File: config.mk
export PLATFORM = sky130hd
export DESIGN_NAME = pkt_mem_arbiter
export DESIGN_NICKNAME = d
export VERILOG_FILES = /design/src/rtl/pkt_mem_pkg.sv /design/src/rtl/pkt_mem_arbiter_rr_pick2.sv /design/src/rtl/pkt_mem_arbiter.sv
export SDC_FILE = /design/constraint.sdc
export NUM_CORES = 1
export LEC_CHECK = 0
export ABC_AREA = 1
export CORE_AREA = 2 2 185 187
export CTS_BUF_LIST = sky130_fd_sc_hd__clkbuf_2
export DETAILED_ROUTE_END_ITERATION = 8
export DIE_AREA = 0 0 187 189
export PLACE_DENSITY = 0.43
export SYNTH_ARGS = -nofsm -noshare
export SYNTH_HDL_FRONTEND = slang
export SYNTH_SLANG_ARGS = --single-unit
File: constraint.sdc
create_clock -name clk -period 3.3 [get_ports clk]
set_input_delay 0.825 -clock clk [delete_from_list [all_inputs] [get_ports clk]]
set_output_delay 0.825 -clock clk [all_outputs]
set_load 0.02 [all_outputs]
File: src/rtl/pkt_mem_pkg.sv
// pkt_mem_pkg
//   Shared definitions for the packet-buffer arbiter: default data and
//   address widths, the arbiter state encoding and the owner tag used for
//   the round-robin history and for tagging in-flight reads.
package pkt_mem_pkg;

  localparam int DWIDTH_DEFAULT    = 72;
  localparam int AWIDTH_DEFAULT    = 10;
  localparam int MAX_BURST_DEFAULT = 16;

  typedef enum logic [1:0] {
    ST_IDLE    = 2'b00,
    ST_OWN_CPU = 2'b01,
    ST_OWN_ACC = 2'b10
  } arb_state_e;

  typedef enum logic {
    OWNER_CPU = 1'b0,
    OWNER_ACC = 1'b1
  } owner_e;

endpackage

File: src/rtl/pkt_mem_arbiter_rr_pick2.sv
// rr_pick2
//   Two-input round-robin tie-break. A lone requester always wins; when
//   both request, the one that did not own the buffer last wins.
//
//   cpu_req_i     processor request
//   acc_req_i     accelerator request
//   last_owner_i  requester that held the buffer most recently
//   pick_cpu_o    processor selected (one-hot with pick_acc_o)
//   pick_acc_o    accelerator selected
module rr_pick2
  import pkt_mem_pkg::*;
(
  input  logic   cpu_req_i,
  input  logic   acc_req_i,
  input  owner_e last_owner_i,
  output logic   pick_cpu_o,
  output logic   pick_acc_o
);

  assign pick_cpu_o = cpu_req_i && (!acc_req_i || (last_owner_i == OWNER_ACC));
  assign pick_acc_o = acc_req_i && (!cpu_req_i || (last_owner_i == OWNER_CPU));

endmodule

File: src/rtl/pkt_mem_arbiter.sv
// pkt_mem_arbiter
//   Arbitrates a single-port packet buffer between a processor (cpu) and an
//   accelerator (acc). Ownership is granted one cycle after a request is
//   seen, handed over without an idle bubble, and forcibly rotated after
//   MAX_BURST owned cycles when the other side is waiting. Reads issued by
//   the owner are tracked so that read-valid returns to the issuing side
//   one cycle later even if ownership has moved on.
//
//   clk, reset_n              clock, asynchronous active-low reset
//   cpu_req/acc_req           ownership requests
//   cpu_we/acc_we             write strobes (honoured only while granted)
//   cpu_addr/acc_addr         word addresses
//   cpu_din/acc_din           write data
//   cpu_gnt/acc_gnt           registered grants (never both high)
//   cpu_rdata/acc_rdata       read data, both straight from mem_dout
//   cpu_rvalid/acc_rvalid     read data valid for the issuing requester
//   mem_we/mem_addr/mem_din   buffer port, muxed from the owner
//   mem_dout                  buffer read data, one cycle after address
module pkt_mem_arbiter
  import pkt_mem_pkg::*;
#(
  parameter int DWIDTH    = DWIDTH_DEFAULT,
  parameter int AWIDTH    = AWIDTH_DEFAULT,
  parameter int MAX_BURST = MAX_BURST_DEFAULT
) (
  input  logic              clk,
  input  logic              reset_n,

  input  logic              cpu_req,
  input  logic              cpu_we,
  input  logic [AWIDTH-1:0] cpu_addr,
  input  logic [DWIDTH-1:0] cpu_din,
  output logic              cpu_gnt,
  output logic [DWIDTH-1:0] cpu_rdata,
  output logic              cpu_rvalid,

  input  logic              acc_req,
  input  logic              acc_we,
  input  logic [AWIDTH-1:0] acc_addr,
  input  logic [DWIDTH-1:0] acc_din,
  output logic              acc_gnt,
  output logic [DWIDTH-1:0] acc_rdata,
  output logic              acc_rvalid,

  output logic              mem_we,
  output logic [AWIDTH-1:0] mem_addr,
  output logic [DWIDTH-1:0] mem_din,
  input  logic [DWIDTH-1:0] mem_dout
);

  // One extra bit so the counter can hold MAX_BURST itself and saturate there.
  localparam int                CNT_W       = $clog2(MAX_BURST) + 1;
  localparam logic [CNT_W-1:0]  BURST_LIMIT = CNT_W'(MAX_BURST);

  arb_state_e       state_q, state_d;
  owner_e           last_owner_q, last_owner_d;
  logic [CNT_W-1:0] burst_cnt_q, burst_cnt_d;
  logic [CNT_W-1:0] burst_inc;
  logic             burst_done;
  logic             cpu_gnt_q, acc_gnt_q;
  logic             rd_pend_q;
  owner_e           rd_tag_q;
  logic             pick_cpu, pick_acc;

  rr_pick2 u_rr_pick2 (
    .cpu_req_i    (cpu_req),
    .acc_req_i    (acc_req),
    .last_owner_i (last_owner_q),
    .pick_cpu_o   (pick_cpu),
    .pick_acc_o   (pick_acc)
  );

  // Next-state logic. burst_cnt_q holds the number of owned cycles already
  // completed, so burst_inc is the count including the current cycle; the
  // counter clears on every ownership change and while idle.
  always_comb begin
    state_d      = state_q;
    last_owner_d = last_owner_q;
    burst_cnt_d  = '0;
    burst_inc    = (burst_cnt_q == BURST_LIMIT) ? burst_cnt_q : burst_cnt_q + CNT_W'(1);
    burst_done   = (burst_inc == BURST_LIMIT);

    case (state_q)
      ST_IDLE: begin
        if (pick_cpu) begin
          state_d      = ST_OWN_CPU;
          last_owner_d = OWNER_CPU;
        end else if (pick_acc) begin
          state_d      = ST_OWN_ACC;
          last_owner_d = OWNER_ACC;
        end
      end
      ST_OWN_CPU: begin
        // A waiting accelerator takes over when the cpu lets go or its burst is used up.
        if (acc_req && (!cpu_req || burst_done)) begin
          state_d      = ST_OWN_ACC;
          last_owner_d = OWNER_ACC;
        end else if (!cpu_req) begin
          state_d = ST_IDLE;
        end else begin
          burst_cnt_d = burst_inc;
        end
      end
      ST_OWN_ACC: begin
        if (cpu_req && (!acc_req || burst_done)) begin
          state_d      = ST_OWN_CPU;
          last_owner_d = OWNER_CPU;
        end else if (!acc_req) begin
          state_d = ST_IDLE;
        end else begin
          burst_cnt_d = burst_inc;
        end
      end
      default: begin
        state_d = ST_IDLE;
      end
    endcase
  end

  // State and registered outputs. The grants are registered copies of the
  // next state; the read-pending flag and tag capture every granted cycle
  // without a write strobe so rvalid lands one cycle later on the issuer.
  always_ff @(posedge clk or negedge reset_n) begin
    if (!reset_n) begin
      state_q      <= ST_IDLE;
      last_owner_q <= OWNER_ACC;
      burst_cnt_q  <= '0;
      cpu_gnt_q    <= 1'b0;
      acc_gnt_q    <= 1'b0;
      rd_pend_q    <= 1'b0;
      rd_tag_q     <= OWNER_CPU;
    end else begin
      state_q      <= state_d;
      last_owner_q <= last_owner_d;
      burst_cnt_q  <= burst_cnt_d;
      cpu_gnt_q    <= (state_d == ST_OWN_CPU);
      acc_gnt_q    <= (state_d == ST_OWN_ACC);
      rd_pend_q    <= (cpu_gnt_q && !cpu_we) || (acc_gnt_q && !acc_we);
      rd_tag_q     <= acc_gnt_q ? OWNER_ACC : OWNER_CPU;
    end
  end

  // Buffer port follows the current grant; with no owner everything is
  // driven to zero, which also blocks strobes from ungranted requesters.
  always_comb begin
    mem_we   = 1'b0;
    mem_addr = '0;
    mem_din  = '0;
    if (cpu_gnt_q) begin
      mem_we   = cpu_we;
      mem_addr = cpu_addr;
      mem_din  = cpu_din;
    end else if (acc_gnt_q) begin
      mem_we   = acc_we;
      mem_addr = acc_addr;
      mem_din  = acc_din;
    end
  end

  assign cpu_gnt    = cpu_gnt_q;
  assign acc_gnt    = acc_gnt_q;
  assign cpu_rvalid = rd_pend_q && (rd_tag_q == OWNER_CPU);
  assign acc_rvalid = rd_pend_q && (rd_tag_q == OWNER_ACC);
  assign cpu_rdata  = mem_dout;
  assign acc_rdata  = mem_dout;

endmodule

# --- Yosys cells after proc, flatten, opt, wreduce, memory -nomap -nowiden ---
# Index checks and enable logic that the tools add are counted.
totals:
  ff_bits: 12
  in_bits: 242
  output_inout_bits: 231
classes:
  n_addsub: 1
  eq_ne: 9
  n_mux: 25
  n_bitwise: 2
  n_reduce_logical: 20
op_table:
  columns: ["op", "count"]
  rows:
  - ["$mux 72", 2]
  - ["$mux 5", 5]
  - ["$mux 10", 2]
  - ["$mux 2", 6]
  - ["$eq 5x5->1 const B", 2]
  - ["$pmux 5 s2", 1]
  - ["$logic_and 1x1->1", 8]
  - ["$mux 1", 7]
  - ["$pmux 2 s3", 1]
  - ["$add 5x1->5 const B", 1]
  - ["$logic_or 1x1->1", 5]
  - ["$eq 2x1->1 const B", 2]
  - ["$eq 2x2->1 const B", 2]
  - ["$logic_not 1->1", 4]
  - ["$ne 2x2->1 const B", 2]
  - ["$reduce_and 4->1", 1]
  - ["$ne 3x3->1 const B", 1]
  - ["$pmux 1 s3", 1]
  - ["$reduce_bool 3->1", 1]
  - ["$logic_not 2->1", 1]
  - ["$not 1->1", 2]

# --- Depth between registers and ports, before layout ---
# Gate-level depths: netlist of the first run.
depth:
  depth_word: 8
  ltp_mapped: 16
  mapped_depth_nobuf: 16

# --- Cells and area by module ---
# A second synthesis of the first run with hierarchy kept.
unflattened:
  cells_unflattened: 536
  hier_area_um2: 3106.7
by_module_without_submodules:
  columns: ["mod", "n_inst", "cells_per_inst", "area_per_inst_um2"]
  rows:
  - ["pkt_mem_arbiter", 1, 532, 3079.2]
  - ["rr_pick2", 1, 4, 27.5]

# --- Least setup slack after synthesis of the first run ---
# Ideal clock, no wire load.
synth_path:
  path_kind: "flip-flop to output port"
  start: "register cpu_gnt_q, in the netlist cpu_gnt"
  end: "output port mem_addr[0]"
  arrival_time_ns: 1.360
  required_ns: 2.475
  setup_slack_ns: 1.115
  stages_incl_launch_ff: 6
  n_path_buf: 2
  cell_sequence: "dfrtp_1 -> inv_1 -> clkbuf_1 -> clkbuf_1 -> nand3_1 -> nand2_1"
synth_between:
  elab_chain_len: 1
synth_lines:
  columns: ["item", "line", "text"]
  rows:
  - ["start, declared", "pkt_mem_arbiter.sv:60", "logic cpu_gnt_q, acc_gnt_q;"]
  - ["start signal, assigned", "pkt_mem_arbiter.sv:136", "cpu_gnt_q <= (state_d == ST_OWN_CPU);"]
  - ["$mux 10", "pkt_mem_arbiter.sv:149", "if (cpu_gnt_q) begin"]
  - ["end, declared", "pkt_mem_arbiter.sv:46", "output logic [AWIDTH-1:0] mem_addr,"]
# No other way between the ends.

# --- Worst setup path in the final report of the first run ---
layout_path:
  start: "input port acc_we"
  end: "output port mem_we"
layout_between:
  elab_chain_len: 2
layout_lines:
  columns: ["item", "line", "text"]
  rows:
  - ["start, declared", "pkt_mem_arbiter.sv:38", "input logic acc_we,"]
  - ["$mux 1", "pkt_mem_arbiter.sv:153", "end else if (acc_gnt_q) begin"]
  - ["$mux 1", "pkt_mem_arbiter.sv:149", null]
  - ["end, declared", "pkt_mem_arbiter.sv:45", "output logic mem_we,"]
# No other way between the ends.

==> impl.org, run 1 <==
** Place
- The congestion estimate from routability-driven global placement came to 0.6979.
- Port bufs :: 256
- Post-detail-place hpwl :: 12690 um
- Timing analysis after detailed placement gives a worst setup slack of 180.4 ps.
- Post-Place Cell Area :: 5145 sq um
- Placed insts :: 1085

** Floorplanning
- Core Rows :: 67
- The initial utilization of the core area, before any placement, comes to 0.09369.
- Io pins :: 473
- The die is 187 um wide.
- The die is 189 um tall.
- The total area inside the core boundary comes to 33280 sq um.
- The die covers 35340 sq um.

** Worst setup path
- Dominant cell type by count on the critical path :: sky130_fd_sc_hd__clkdlybuf4s50_1
- Start-to-end type of the worst setup path :: primary input to output port
- Counting cells, the worst reg-to-reg path comes to 15.
- STA classifies the critical path startpoint as a primary input.
- Stage delay of the slowest cell on the critical path :: 670 ps
- For this design, the slowest cell found on the critical path is sky130_fd_sc_hd__clkdlybuf4s50_1.
- Data arrives at the worst endpoint at 2280 ps.
- Traced cell by cell, the critical path runs through clkdlybuf4s50_1, nand3_1, nand2_1, clkdlybuf4s50_1.
- Setup crit end kind :: output port
- The worst register-to-register path has a setup slack of 1500 ps.
- Critical R2R Capture :: cpu_gnt
- At the worst endpoint, the required time is 2470 ps.
- Critical-path maximum fanout :: 2
- The cell family contributing the most delay on the critical path is buffers and inverters.
- Worst R2R Start :: burst_cnt_q[0]
- Counting both buffers and inverters, the worst setup path holds a total of 2.

** Global routing
- The via count of the first global-routing pass came to 3418.
- GRT Total Usage :: 0.07748
- Remaining Overflow, GRT :: 0
- Antenna violations before repair :: 1
- Entering global routing, the biggest net connects 49 pins.
- The first global-routing pass estimated 21050 um of wire.

** Timing
- Number of setup violations in the final report :: 0
- Layout Skew :: 2.060 ps
- The final count of pins violating max slew is 0.
- Highest clock rate :: 322.4 MHz
- Setup total negative slack on the finished layout was measured at 0 ps.
- The final number of hold-violating endpoints was 0.
- Part of the cycle the worst path needs :: 0.9399
- Time the worst path needs with I/O delays and setup :: 3102 ps
- Transition time of the tightest slew-check pin :: 688.6 ps
- Setup repair after global routing left no endpoint under its margin.
- Headroom to the max-slew limit :: 0.5361
- The worst path meets setup with 198.2 ps of slack.

** Power and ir drop
- IR analysis of the VDD net gives a maximum drop of 193.8 uV.
- Pleak :: 0.002180 uW
- Pwr dens :: 503.0 nW/um^2

** Clocking
- TritonCTS Sinks :: 12
- Total setup buffers inserted after CTS :: 0
- Root buffer cell :: sky130_fd_sc_hd__clkbuf_2
- Number of buffers inserted for hold repair after clock tree synthesis :: 0
- After clock tree synthesis, the repair step resized 0 gates.
- Counting the buffers created by CTS gives 3.
- Clock latency on the worst-skew pair, taken at its later pin, is 270 ps.
- CTS built an H-tree with a depth of 1.
- Clock buffer depth :: 2
- Clock tree from TritonCTS :: yes
- Clock-pin slew of the registers on the worst-case setup and hold paths :: 130 ps

** Logic synthesis
- Of the post-synthesis cell area, the dominant cell type holds 0.3491.
- After synthesis, the mean cell area works out to 5.711 sq um.
- Async set or reset register ratio after synthesis :: 1.000
- Most used DFF post-synth :: sky130_fd_sc_hd__dfrtp_1
- Gate Count Post-Synth :: 546
- In this run the cell area of the synthesized design comes to 3118 sq um.
- Yosys synthesis warning count :: 0
- Cell taking the most area after synthesis :: sky130_fd_sc_hd__buf_4
- Flops & latches, synth :: 12
- Synthesis instantiated 25 different standard cells from the library.
- Commonest cells in the synthesized netlist :: 195 x sky130_fd_sc_hd__nand2_1, 145 x sky130_fd_sc_hd__buf_4, 97 x sky130_fd_sc_hd__nand3_1
- In the post-synthesis netlist, the cell with the most instances is sky130_fd_sc_hd__nand2_1.
- Of the synthesized area, sequential elements account for 0.09671.
- Net count of the mapped netlist :: 794
- Yosys mapped a number of flops with a built-in enable equal to 0.
- Dominant cells by area after synthesis :: sky130_fd_sc_hd__buf_4 35%, sky130_fd_sc_hd__nand2_1 23%, sky130_fd_sc_hd__nand3_1 16%

** Worst hold path
- Startpoint of the lowest-slack hold path :: last_owner_q
- Hold depth :: 2
- The path with the worst hold slack has its endpoint at last_owner_q.
- Class of the most critical hold timing path :: register to register

** Drt
- Count of routing violations after the opening detailed-route iteration :: 128
- Total Routed Length :: 15100 um
- Remaining number of nets flagged by the antenna check after routing :: 0
- After detailed routing, the average wire length per cell comes to 13.86 um.
- First-pass DRT Iterations :: 4
- Dividing the detail-routed via count by the number of cells gives 3.288.
- After detailed routing, the number of remaining DRC violations is 0.
- Vias after detailed routing :: 3581

** Cells and area
- Across the whole layout, storage elements account for 309.0 sq um.
- Counting the fill cells in the layout gives 3880.
- Compared with the post-synthesis result, the final layout area differs by 65.65%.
- The multi-input combinational cells in the finished layout cover a total of 1518 sq um.
- Diode insertion count for antenna repair :: 0
- The final layout contains 890 nets.
- Of the cells placed in the final design, the portion with a size suffix greater than 1 is 0.05148.
- Final instance area :: 5165 sq um
- The finished layout holds 1089 standard cells, fillers aside.

** Status
- The run finished with clean final reports.

** Run
- Number of maximum-capacitance constraint violations :: 0
-- where the power goes --
part | switching (uW) | total (uW) | leakage, uW | internal, uW
registers | 61.8 | 254 | 0.000155 | 192
clock network | 52.8 | 84.9 | 0.0000166 | 32.1
logic | 1260 | 2260 | 0.00201 | 997
-- metal layers --
metal | share of wire | wire, um | vias up | GRT usage
li1 | - | - | 1759 | -
met1 | 0.38 | 5680 | 1533 | 0.08726
met2 | 0.48 | 7210 | 257 | 0.1327
met3 | 0.12 | 1818 | 32 | 0.03244
met4 | 0.026 | 387 | 0 | 0.02442
met5 | 0 | 0 | - | 0
-- flip-flops by register name, summed over array words and instances (netlist names) --
name,cells
acc_gnt,1
rd_pend_q,1
burst_cnt_q,5
state_q,2
rd_tag_q,1
cpu_gnt,1
last_owner_q,1
-- area by class of cell --
cell class              instances  area share
flip-flops and latches         12     0.05984
clock buffers                   4    0.003876
inverters                      24     0.01744
well taps                     448      0.1085
multi-input cells             336      0.2938
repair buffers                265      0.5165
-- cells in the final DEF, fill, tap and decap left out, types with 2 or more instances in the layout --
cell | Yosys | routed
sky130_fd_sc_hd__nand4_1 | 4 | 4
sky130_fd_sc_hd__nor2_1 | 4 | 4
sky130_fd_sc_hd__a21oi_1 | 5 | 5
sky130_fd_sc_hd__inv_1 | 22 | 21
sky130_fd_sc_hd__clkbuf_2 | 0 | 4
sky130_fd_sc_hd__ha_1 | 6 | 6
sky130_fd_sc_hd__clkdlybuf4s50_1 | 0 | 256
sky130_fd_sc_hd__inv_2 | 1 | 2
sky130_fd_sc_hd__nor3_1 | 2 | 2
sky130_fd_sc_hd__buf_4 | 145 | 6
sky130_fd_sc_hd__nand2_1 | 195 | 195
sky130_fd_sc_hd__dfrtp_1 | 11 | 9
sky130_fd_sc_hd__o21ai_0 | 5 | 5
sky130_fd_sc_hd__nand3_1 | 97 | 97
sky130_fd_sc_hd__nor2_2 | 3 | 3
sky130_fd_sc_hd__dfrtp_4 | 0 | 2
sky130_fd_sc_hd__nand2_2 | 10 | 10
sky130_fd_sc_hd__buf_12 | 0 | 3
-- cell families (layout without fill, tap and decap cells) --
logic type      Yosys count  in the layout  synth area share
compound gates           12             12           0.02087
buf+inv                 198            293            0.4165
fa+ha+maj                 6              6           0.02408
simple gates            318            318            0.4418
flops                    12             12           0.09671
-- how the worst max path moves through the flow --
stage / from / endpoint / cells past startpoint
2_1_floorplan: cpu_gnt / mem_addr[0] / 5
3_3_place_gp: acc_we / mem_we / 4
3_5_place_dp: acc_we / mem_we / 4
4_1_cts: acc_we / mem_we / 4
5_1_grt: acc_we / mem_we / 4
6_report: acc_we / mem_we / 4
-- worst min-delay path: stages (launching register included) --
cell and delay (ps):
sky130_fd_sc_hd__dfstp_2 400, sky130_fd_sc_hd__nand2_1 50, sky130_fd_sc_hd__nand2_1 40
-- per-stage QoR --
step                hold slack [ps]  utilization  total power (uW)
global route                  500.8       0.1552              2807
finish                        476.3       0.1552              2598
detailed placement            461.2       0.1546              2550
CTS                           479.3       0.1552              2648
floorplan                     447.6            -              1618
global placement              461.4       0.1546              2562
Power figures use the tool's default switching activity.
==> run 2: changes to the inputs <==
MAX_ROUTING_LAYER = met4   (was unset)
RECOVER_POWER = 100   (was unset)
==> run 2 against run 1 <==
Against the previous run: sequential cell count unchanged; setup slack got worse by 63 ps; maximum frequency decreased by 2.0%; clock-buffer cell count unchanged; clock power about the same; die area unchanged; clock skew increased by 0.93 ps; critical path type unchanged; highest routed layer unchanged.
==> impl.org, run 2 (synthesis gave the netlist of run 1 again) <==
** Global routing
- The initial antenna violation count came to 1.
- The first global-routing pass estimated 21050 um of wire.
- In the global route stage, overall resource usage came out at 0.07978.
- Remaining Overflow, GRT :: 0
- Vias in the first global route :: 3424
- Entering global routing, the biggest net connects 49 pins.

** Worst hold path
- Class of the most critical hold timing path :: register to register

** Cells and area
- Flip-flop count of the largest register, all copies and words added :: 5
- From synthesis to final layout, the design area changed by 65.49%.
- In the final layout, the registers with the most flip-flops are burst_cnt_q x5, state_q x2.
- Register with the highest flop count :: burst_cnt_q
- Share of final-layout standard cells stronger than drive strength 1 :: 0.04836
- Post-layout net count :: 890
- Leaving out fill and tap cells, the most frequent cell in the layout is sky130_fd_sc_hd__nand2_1.
- Final instance area :: 5160 sq um
- Final core occ :: 0.1550
- In the layout the commonest cells are 197 x sky130_fd_sc_hd__nand2_1, 169 x sky130_fd_sc_hd__clkdlybuf4s50_1, 97 x sky130_fd_sc_hd__nand3_1, 87 x sky130_fd_sc_hd__dlygate4sd3_1, 21 x sky130_fd_sc_hd__inv_1.
- Diode insertion count for antenna repair :: 0

** Drt
- WL per Instance :: 13.84 um
- Once detail routing completed, the nets flagged for antenna violations numbered 0.
- Number of remaining DRC errors :: 0
- The detailed router placed 3564 vias in this run.
- First-pass DRT Iterations :: 4
- Dividing the detail-routed via count by the number of cells gives 3.273.
- The first routing iteration left 112 violations.
- Total Routed Length :: 15070 um

** Floorplanning
- Io pins :: 473
- Core Rows :: 67
- For this configuration, the core starts out at a cell density of 0.09369.
- The floorplan step defined a die boundary enclosing 35340 sq um.
- Standard cell core area :: 33280 sq um
- Die extent in x :: 187 um
- Die height :: 189 um

** Worst setup path
- Type of origin of the critical path :: primary input
- On the worst path, the slowest cell contributes a delay of 670 ps.
- Top cell family by delay on the critical path :: buffers and inverters
- Walking the worst path, the cells encountered are dlygate4sd3_1, nand2_1, nand2_1, clkdlybuf4s50_1.
- Buffering stage count on the worst path with inverters included :: 2
- For the worst setup path, the data required time is 2470 ps.
- Critical path arrival :: 2340 ps
- Along the worst path, the maximum fanout reaches 2.
- The most numerous cell type found on the critical path is sky130_fd_sc_hd__nand2_1.
- The worst setup path is captured at an output port.
- The setup path with the least slack is of type primary input to output port.
- For this design, the slowest cell found on the critical path is sky130_fd_sc_hd__clkdlybuf4s50_1.

** Timing
- Setup repair after global routing left no endpoint under its margin.
- The final count of pins violating max slew was 0.
- Hold violation count in the final report :: 0
- For this run, the top clock speed supported by timing is 316.0 MHz.
- Headroom to the max-slew limit :: 0.5363
- Worst setup margin :: 135.3 ps
- On the final layout, the worst clock skew is 2.992 ps.
- In the final timing run, aggregate negative setup slack is 0 ps.
- Setup violations remaining at the end of the flow were counted as 0.
- Time the worst path needs with I/O delays and setup :: 3165 ps
- Part of the cycle the worst path needs :: 0.9590
- Transition time of the tightest slew-check pin :: 688.3 ps

** Clocking
- Root buffer cell :: sky130_fd_sc_hd__clkbuf_2
- TritonCTS built the clock tree.
- Clock buffer depth :: 2
- In this run the number of H-tree levels came out at 1.
- Latest clock arrival within the worst-skew pair :: 270 ps
- Clock-pin slew was measured on the worst setup and hold paths at 130 ps.
- TritonCTS Sinks :: 12
- Total setup buffers inserted after CTS :: 0
- TritonCTS Buffers :: 3
- Hold repair after CTS inserted 0 buffers.
- Number of gates given a new drive strength after cts :: 0

** Place
- OpenSTA, run right after detailed placement, puts the worst setup slack at 180.4 ps.
- Post-Place Cell Area :: 5145 sq um
- Port bufs :: 256
- Summed over all nets, the half-perimeter wirelength after detailed placement is 12690 um.
- Gpl congestion :: 0.7055

** Power and ir drop
- Power spread over the standard cell area amounts to 478.0 nW/um^2.
- Highest ir drop seen on vdd :: 174.9 uV
- Pleak :: 0.002390 uW
- Overall power :: 2466 uW

** Status
- Outcome :: complete, no violations

** Run
- Number of maximum-capacitance constraint violations :: 0
[run 2: cell types whose count changed in the layout (fill, tap and decap cells not counted), sizes merged]
| cell | before | now |
|---|---|---|
| dlygate4sd3 | 0 | 87 |
| clkdlybuf4s50 | 256 | 169 |
| clkbuf | 4 | 5 |
| buf | 9 | 8 |
[run 2: final cells by class]
class	count	area [sq um]
Tap cell	448	560.5
Inverter	24	90.09
Timing Repair Buffer	265	2668
Fill cell	3881	28120
Clock buffer	4	20.02
Multi-Input combinational cell	336	1513
Sequential cell	12	309.0
[run 2: tightest hold or removal path: cells and delay by family, from the launching register on]
family           cells  cell delay, ps
flip-flops           1             400
AND/OR/NAND/NOR      2              90
[run 2: layer usage]
metal,vias to the layer above,wire length [um],global-route usage
li1,1761,-,-
met1,1523,5886,0.08894
met2,244,7174,0.1327
met3,36,1616,0.02947
met4,0,395,0.02473
met5,-,0,-
[run 2: per-stage QoR]
step / cells / hold WS [ps]
final: 1089 / 477.7
after global placement: 1085 / 461.4
after CTS: 1089 / 479.3
after detailed placement: 1085 / 461.2
after floorplan: 546 / 447.6
after global routing: 1089 / 500.8
[run 2: final timing paths]
path                       cells after the start        endpoint            from  slack [ps]
setup / recovery                               4          mem_we          cpu_we         140
hold / removal                                 2    last_owner_q    last_owner_q         480
setup reg to reg                              16         acc_gnt  burst_cnt_q[0]        1500
hold reg to reg                                2    last_owner_q    last_owner_q         480
max in group asynchronous                      1         cpu_gnt         reset_n        1870
min in group asynchronous                      1  burst_cnt_q[2]         reset_n         990
[run 2: power breakdown]
group | switching, uW | total (uW) | internal, uW
Sequential | 61.6 | 254 | 192
Clock | 52.5 | 84.6 | 32.1
Combinational | 1250 | 2130 | 881
